**config.mk**
```make
export PLATFORM = sky130hd
export DESIGN_NAME = reset_sequencer
export DESIGN_NICKNAME = d
export VERILOG_FILES = /design/src/rtl/reset_sequencer.sv
export SDC_FILE = /design/constraint.sdc
export NUM_CORES = 1
export LEC_CHECK = 0
export CELL_PAD_IN_SITES_DETAIL_PLACEMENT = 1
export CELL_PAD_IN_SITES_GLOBAL_PLACEMENT = 1
export CORE_MARGIN = 2
export CORE_UTILIZATION = 31
export CTS_CLUSTER_SIZE = 30
export DETAILED_ROUTE_END_ITERATION = 10
export PLACE_DENSITY_LB_ADDON = 0.1
export SLEW_MARGIN = 40
export SYNTH_ARGS = -nofsm -noshare
export SYNTH_HDL_FRONTEND = slang
export SYNTH_SLANG_ARGS = --single-unit
```
**constraint.sdc**
```tcl
create_clock -name rstclk -period 2.3 [get_ports rstclk]
set_input_delay 0.46 -clock rstclk [delete_from_list [all_inputs] [get_ports rstclk]]
set_output_delay 0.46 -clock rstclk [all_outputs]
set_load 0.01 [all_outputs]
```
**src/rtl/reset_sequencer.sv**
```systemverilog
// Startup reset sequencer: debounces PLL lock, releases reset domains one at a time,
// and restarts the whole sequence on sustained lock loss or a software request.
module reset_sequencer #(
    parameter int NDOM          = 4,
    parameter int NLOCK         = 2,
    parameter int LOCK_DEBOUNCE = 1024,
    parameter int STAGE_DELAY   = 256,
    parameter int LOSS_FILTER   = 4
) (
    input  logic             rstclk,
    input  logic             extreset,
    input  logic [NLOCK-1:0] locked,
    input  logic             sw_reset,
    output logic [NDOM-1:0]  rst_out,
    output logic             ready,
    output logic [1:0]       state,
    output logic [7:0]       lock_loss_cnt
);

    // state      | meaning
    // ST_RESET   | held by extreset; leaves on the first edge after release
    // ST_WAIT    | debouncing lock_sync, all domains in reset
    // ST_RELEASE | dropping domain resets one per STAGE_DELAY cycles
    // ST_RUN     | all domains released, ready high
    typedef enum logic [1:0] {
        ST_RESET   = 2'd0,
        ST_WAIT    = 2'd1,
        ST_RELEASE = 2'd2,
        ST_RUN     = 2'd3
    } state_t;

    localparam int DW = (LOCK_DEBOUNCE > 2) ? $clog2(LOCK_DEBOUNCE) : 1;
    localparam int SW = (STAGE_DELAY > 2) ? $clog2(STAGE_DELAY) : 1;
    localparam int LW = (LOSS_FILTER > 2) ? $clog2(LOSS_FILTER) : 1;
    localparam int IW = (NDOM > 1) ? $clog2(NDOM) : 1;

    // Timers are down-counters loaded with N-1; the action fires on the cycle they sit at zero.
    localparam logic [DW-1:0] DEB_LOAD   = DW'(LOCK_DEBOUNCE - 1);
    localparam logic [SW-1:0] STAGE_LOAD = SW'(STAGE_DELAY - 1);
    localparam logic [LW-1:0] LOSS_LOAD  = LW'(LOSS_FILTER - 1);
    localparam logic [IW-1:0] LAST_DOM   = IW'(NDOM - 1);

    logic [NLOCK-1:0] sync1, sync2;
    logic             lock_sync;

    state_t          state_q, state_d;
    logic [DW-1:0]   deb_cnt, deb_d;
    logic [SW-1:0]   stage_cnt, stage_d;
    logic [LW-1:0]   loss_cnt, loss_d;
    logic [IW-1:0]   dom_idx, idx_d;
    logic [NDOM-1:0] rst_q, rst_d;
    logic            ready_q, ready_d;
    logic [7:0]      llc_q, llc_d;
    logic            loss_hit;

    assign lock_sync = &sync2;

    always_ff @(posedge rstclk or posedge extreset) begin
        if (extreset) begin
            sync1     <= '0;
            sync2     <= '0;
            state_q   <= ST_RESET;
            deb_cnt   <= '0;
            stage_cnt <= '0;
            loss_cnt  <= '0;
            dom_idx   <= '0;
            rst_q     <= '1;
            ready_q   <= 1'b0;
            llc_q     <= '0;
        end else begin
            sync1     <= locked;
            sync2     <= sync1;
            state_q   <= state_d;
            deb_cnt   <= deb_d;
            stage_cnt <= stage_d;
            loss_cnt  <= loss_d;
            dom_idx   <= idx_d;
            rst_q     <= rst_d;
            ready_q   <= ready_d;
            llc_q     <= llc_d;
        end
    end

    always_comb begin
        state_d  = state_q;
        deb_d    = deb_cnt;
        stage_d  = stage_cnt;
        loss_d   = loss_cnt;
        idx_d    = dom_idx;
        rst_d    = rst_q;
        ready_d  = ready_q;
        llc_d    = llc_q;
        loss_hit = 1'b0;

        if ((state_q == ST_RELEASE || state_q == ST_RUN) && !lock_sync) begin
            if (loss_cnt == '0) loss_hit = 1'b1;
            else                loss_d   = loss_cnt - 1'b1;
        end else begin
            loss_d = LOSS_LOAD;
        end

        unique case (state_q)
            ST_RESET: begin
                state_d = ST_WAIT;
                deb_d   = DEB_LOAD;
            end
            ST_WAIT: begin
                if (!lock_sync) begin
                    deb_d = DEB_LOAD;
                end else if (deb_cnt == '0) begin
                    state_d = ST_RELEASE;
                    stage_d = STAGE_LOAD;
                    idx_d   = '0;
                end else begin
                    deb_d = deb_cnt - 1'b1;
                end
            end
            ST_RELEASE: begin
                if (stage_cnt == '0) begin
                    rst_d[dom_idx] = 1'b0;
                    stage_d        = STAGE_LOAD;
                    if (dom_idx == LAST_DOM) begin
                        state_d = ST_RUN;
                        ready_d = 1'b1;
                    end else begin
                        idx_d = dom_idx + 1'b1;
                    end
                end else begin
                    stage_d = stage_cnt - 1'b1;
                end
            end
            ST_RUN: ;
            default: state_d = ST_RESET;
        endcase

        // Software restart outranks lock loss, so a simultaneous loss is not counted.
        if (state_q != ST_RESET && (sw_reset || loss_hit)) begin
            state_d = ST_WAIT;
            deb_d   = DEB_LOAD;
            stage_d = STAGE_LOAD;
            loss_d  = LOSS_LOAD;
            idx_d   = '0;
            rst_d   = '1;
            ready_d = 1'b0;
            if (!sw_reset && llc_q != 8'hFF) llc_d = llc_q + 8'd1;
        end
    end

    assign rst_out       = rst_q;
    assign ready         = ready_q;
    assign state         = state_q;
    assign lock_loss_cnt = llc_q;

endmodule

```
==> out/qor.yml <==
routing:
  num_vias: 1821
  detail_route.iter0.violations: 34
  dr_drc_count: 0
  postRouteWirelength_mm: 5.21
  wl_per_cell_um: 14.6
  drtPass1Iterations: 4
  avgViaCountPerCell: 5.10
  drtAntennaViolNets: 0
setup_path:
  path_class: "reg2reg"
  critical_path.cell_chain: "or4_4, or4_4, o211a_2, o41ai_2, nand3_1"
  critical_path_peak_fanout: 8
  critPathSlowestCell: "sky130_fd_sc_hd__or4_4"
  max_stage_delay_ns: 0.58
  path_delay_family: "simple AND/OR/NAND/NOR gates"
  rr_worst_depth: 5
  worstSetupPathDepth: 5
  cp.buffers_inverters: 0
  worst_ep_required_time_ns: 2.48
  r2r_slack_ns: 0.10
  crit_top_cell: "sky130_fd_sc_hd__or4_4"
  setup.worst_path.start_class: "flop"
  worst_r2r_start: "deb_cnt[9]"
  setup.worst_path.end_class: "flop"
  worst-endpoint-arrival_ns: 2.38
  crit-reg2reg-capture: "stage_cnt[3]"
sta:
  final_max_slew_viol_count: 0
  rsz0062_at_grt: "yes"
  layout_setup_ws_ns: 0.101
  maximum_clock_frequency_ghz: 0.455
  finalClockSkew_ns: 0.00282
  post-route-min-period_ns: 2.20
  max_slew.worst_pin.slew_ns: 0.502
  slew_headroom_pct: 66.1
  final-setup-viol-count: 0
  final-hold-violation-count: 0
  period_share_pct: 95.6
floorplanning:
  coreArea_um2: 6870
  floorplan.io_pins: 20
  num_rows: 30
  start_util_pct: 32.3
  dieArea_um2: 7840
  die_w_um: 88.6
  die_y_um: 88.6
synthesis:
  netlist.top_cell.by_area: "sky130_fd_sc_hd__dfrtp_1"
  syn-cell-area_um2: 2220
  synth.area.top_cells: "sky130_fd_sc_hd__dfrtp_1, sky130_fd_sc_hd__ha_1, sky130_fd_sc_hd__dfstp_2"
  synth_cell_type_count: 50
  syn_nets: 238
  top_count_cell_post_synth: "sky130_fd_sc_hd__dfrtp_1"
  asyncSetResetFlopFracSynth_pct: 100
  postSynthRegisterBits: 41
  portion_of_synthesized_cell_area_occupied_by_the_leading_cell_type_pct: 41.8
  synth_top_cells_by_count: "sky130_fd_sc_hd__dfrtp_1, sky130_fd_sc_hd__inv_1, sky130_fd_sc_hd__a21oi_1, sky130_fd_sc_hd__nor2_1, sky130_fd_sc_hd__ha_1"
  synth_area_per_cell_um2: 10.1
  synth_ff_type: "sky130_fd_sc_hd__dfrtp_1"
  synth_sequential_area_ratio_pct: 46.5
  yosysWarnings: 0
  synth_edf_count: 0
  syn_inst: 220
global_route:
  globalRouteOverflowTotal: 0
  grt_pass1_vias: 1938
  global_route.usage.total_pct: 15.3
  largest_net_degree_at_the_start_of_global_routing: 42
  antenna_violations_before_repair: 0
  wire_length_of_the_first_global_routing_pass_mm: 9.27
clocking:
  cts_hold_buf: 0
  tritoncts_num_sinks: 41
  cts-resized-gates: 0
  number_of_buffers_added_for_setup_after_cts: 0
  cts_buffers: 5
  worst_skew_pair.late_latency_ns: 0.30
  clk_root_buffer_cell: "sky130_fd_sc_hd__clkbuf_8"
  clkSlewWorstSetupHoldPaths_ns: 0.08
  h-tree-depth: 2
  cts_tree: "yes"
  cts-root-to-sink-buffers: 2
power_and_ir_drop:
  power_frac_clock_pct: 43.8
  comb_power_share_pct: 4.2
  power.total_mw: 1.40
  leak_nw: 1.15
  cellPowerDensity_nw_per_um2: 499
  swShare_pct: 21.5
  seq_power_share_pct: 52.0
  vdd.ir_drop.worst_uv: 237
  switching_power_mw: 0.301
  internal_power_mw: 1.10
layout:
  area_overhead_vs_synth_pct: 26.7
  seqCellArea_um2: 1030
  nets: 278
  layout.filler_cells: 780
  post-route-cell-area_um2: 2810
  antennaDiodeCount: 0
  drive_above_1_share_pct: 18.8
  multi_input_area_um2: 1120
run:
  cap_violations: 0
worst_hold_path:
  holdPathStages: 0
  min-delay-start: "sync1[1]"
  min_delay_worst_endpoint: "sync2[1]"
  worstHoldPathType: "reg2reg"
place:
  post-dp-hpwl_mm: 3.74
  io_buffers: 19
  placement.cell_area_um2: 2660
  globalplace.congestion: 0.771
  detailedPlace.worstSlack_ns: -0.0415
run_status:
  status: "finished, final reports clean"
## cells in the final DEF, fill, tap and decap left out, types with 2 or more instances in the layout
master | Yosys | routed
sky130_fd_sc_hd__dfrtp_1 | 37 | 37
sky130_fd_sc_hd__o311ai_0 | 3 | 3
sky130_fd_sc_hd__clkdlybuf4s50_1 | 0 | 19
sky130_fd_sc_hd__and3_1 | 4 | 4
sky130_fd_sc_hd__a21o_1 | 4 | 4
sky130_fd_sc_hd__a21oi_2 | 1 | 2
sky130_fd_sc_hd__nor3_1 | 10 | 8
sky130_fd_sc_hd__clkbuf_8 | 0 | 6
sky130_fd_sc_hd__or4_4 | 3 | 3
sky130_fd_sc_hd__nand3b_1 | 3 | 3
sky130_fd_sc_hd__buf_4 | 0 | 18
sky130_fd_sc_hd__nand4_1 | 3 | 3
sky130_fd_sc_hd__o21ai_1 | 3 | 3
sky130_fd_sc_hd__a31oi_1 | 8 | 8
sky130_fd_sc_hd__nor3_2 | 0 | 2
sky130_fd_sc_hd__and4_1 | 2 | 2
sky130_fd_sc_hd__inv_1 | 20 | 19
sky130_fd_sc_hd__nor4_1 | 2 | 2
sky130_fd_sc_hd__nand2_1 | 8 | 8
sky130_fd_sc_hd__dfstp_2 | 4 | 4
sky130_fd_sc_hd__a21oi_1 | 15 | 14
sky130_fd_sc_hd__o21ai_0 | 5 | 5
sky130_fd_sc_hd__or4_1 | 2 | 2
sky130_fd_sc_hd__ha_1 | 13 | 13
sky130_fd_sc_hd__xnor2_1 | 7 | 7
sky130_fd_sc_hd__nand2b_1 | 5 | 5
sky130_fd_sc_hd__nand3_1 | 12 | 12
sky130_fd_sc_hd__nor2_1 | 15 | 15
## power by group through the flow
stage	Clock [mW]	Sequential [mW]	Combinational [mW]
global route	0.658	0.730	0.0678
CTS	0.646	0.729	0.0616
floorplan	0	0.741	0.0306
finish	0.614	0.729	0.0595
global placement	0	0.743	0.0605
detailed placement	0	0.743	0.0612
## routing by layer
layer	GRT usage, %	up-vias	wire (µm)
met1	19.5	917	2560
li1	-	880	-
met3	3.36	6	105
met2	25.6	18	2460
met5	0	-	0
met4	5.79	0	83
## worst reg2reg max path: cells and delay by family, from the launching register on
family,cells,cell delay (ns)
AND/OR/NAND/NOR,3,1.25
flip-flops,1,0.42
AO/OA/AOI/OAI,2,0.42
## worst max path at each step
stage                           from      endpoint  slack [ns]
after floorplan             state[0]      state[1]        0.08
after global placement      sw_reset    deb_cnt[6]        0.04
after detailed placement    sw_reset    deb_cnt[2]       -0.04
after CTS                   state[0]    deb_cnt[2]        0.06
after global routing      deb_cnt[0]  stage_cnt[4]      -0.002
final                     deb_cnt[9]  stage_cnt[3]        0.10
## registers in the layout, summed over array words and instances (netlist names)
register	flops
rst_out	4
stage_cnt	8
ready	1
loss_cnt	2
sync1	2
sync2	2
state	2
lock_loss_cnt	8
dom_idx	2
deb_cnt	10
## layout make-up
type	count	share of cell area, %
multi-input combinational	154	39.9
sequential	41	36.7
timing repair buffer	38	12.3
tap	96	4.27
clock buffer	7	3.07
inverter	20	2.67
clock inverter	1	1.07
## through the flow
| step | utilization (%) | instances | hold slack, ns | TNS (ns) |
|---|---|---|---|---|
| 2_1_floorplan | - | 220 | 0.331 | 0 |
| 3_3_place_gp | 38.8 | 349 | 0.334 | 0 |
| 3_5_place_dp | 38.8 | 349 | 0.338 | -0.101 |
| 4_1_cts | 40.5 | 357 | 0.371 | 0 |
| 5_1_grt | 40.9 | 357 | 0.382 | -0.00234 |
| 6_report | 40.9 | 357 | 0.359 | 0 |
## logic make-up (layout without fill, tap and decap cells)
group	count (synthesis)	after routing	share of synthesized area (%)
buffers and inverters	25	66	4.23
XOR/XNOR	8	8	3.16
flip-flops	41	41	46.5
AND/OR/NAND/NOR	76	76	20.1
adder cells (fa/ha/maj)	13	13	7.34
multiplexers	1	1	0.508
AO/OA/AOI/OAI	56	56	18.2
(Power assumes the default switching activity.)
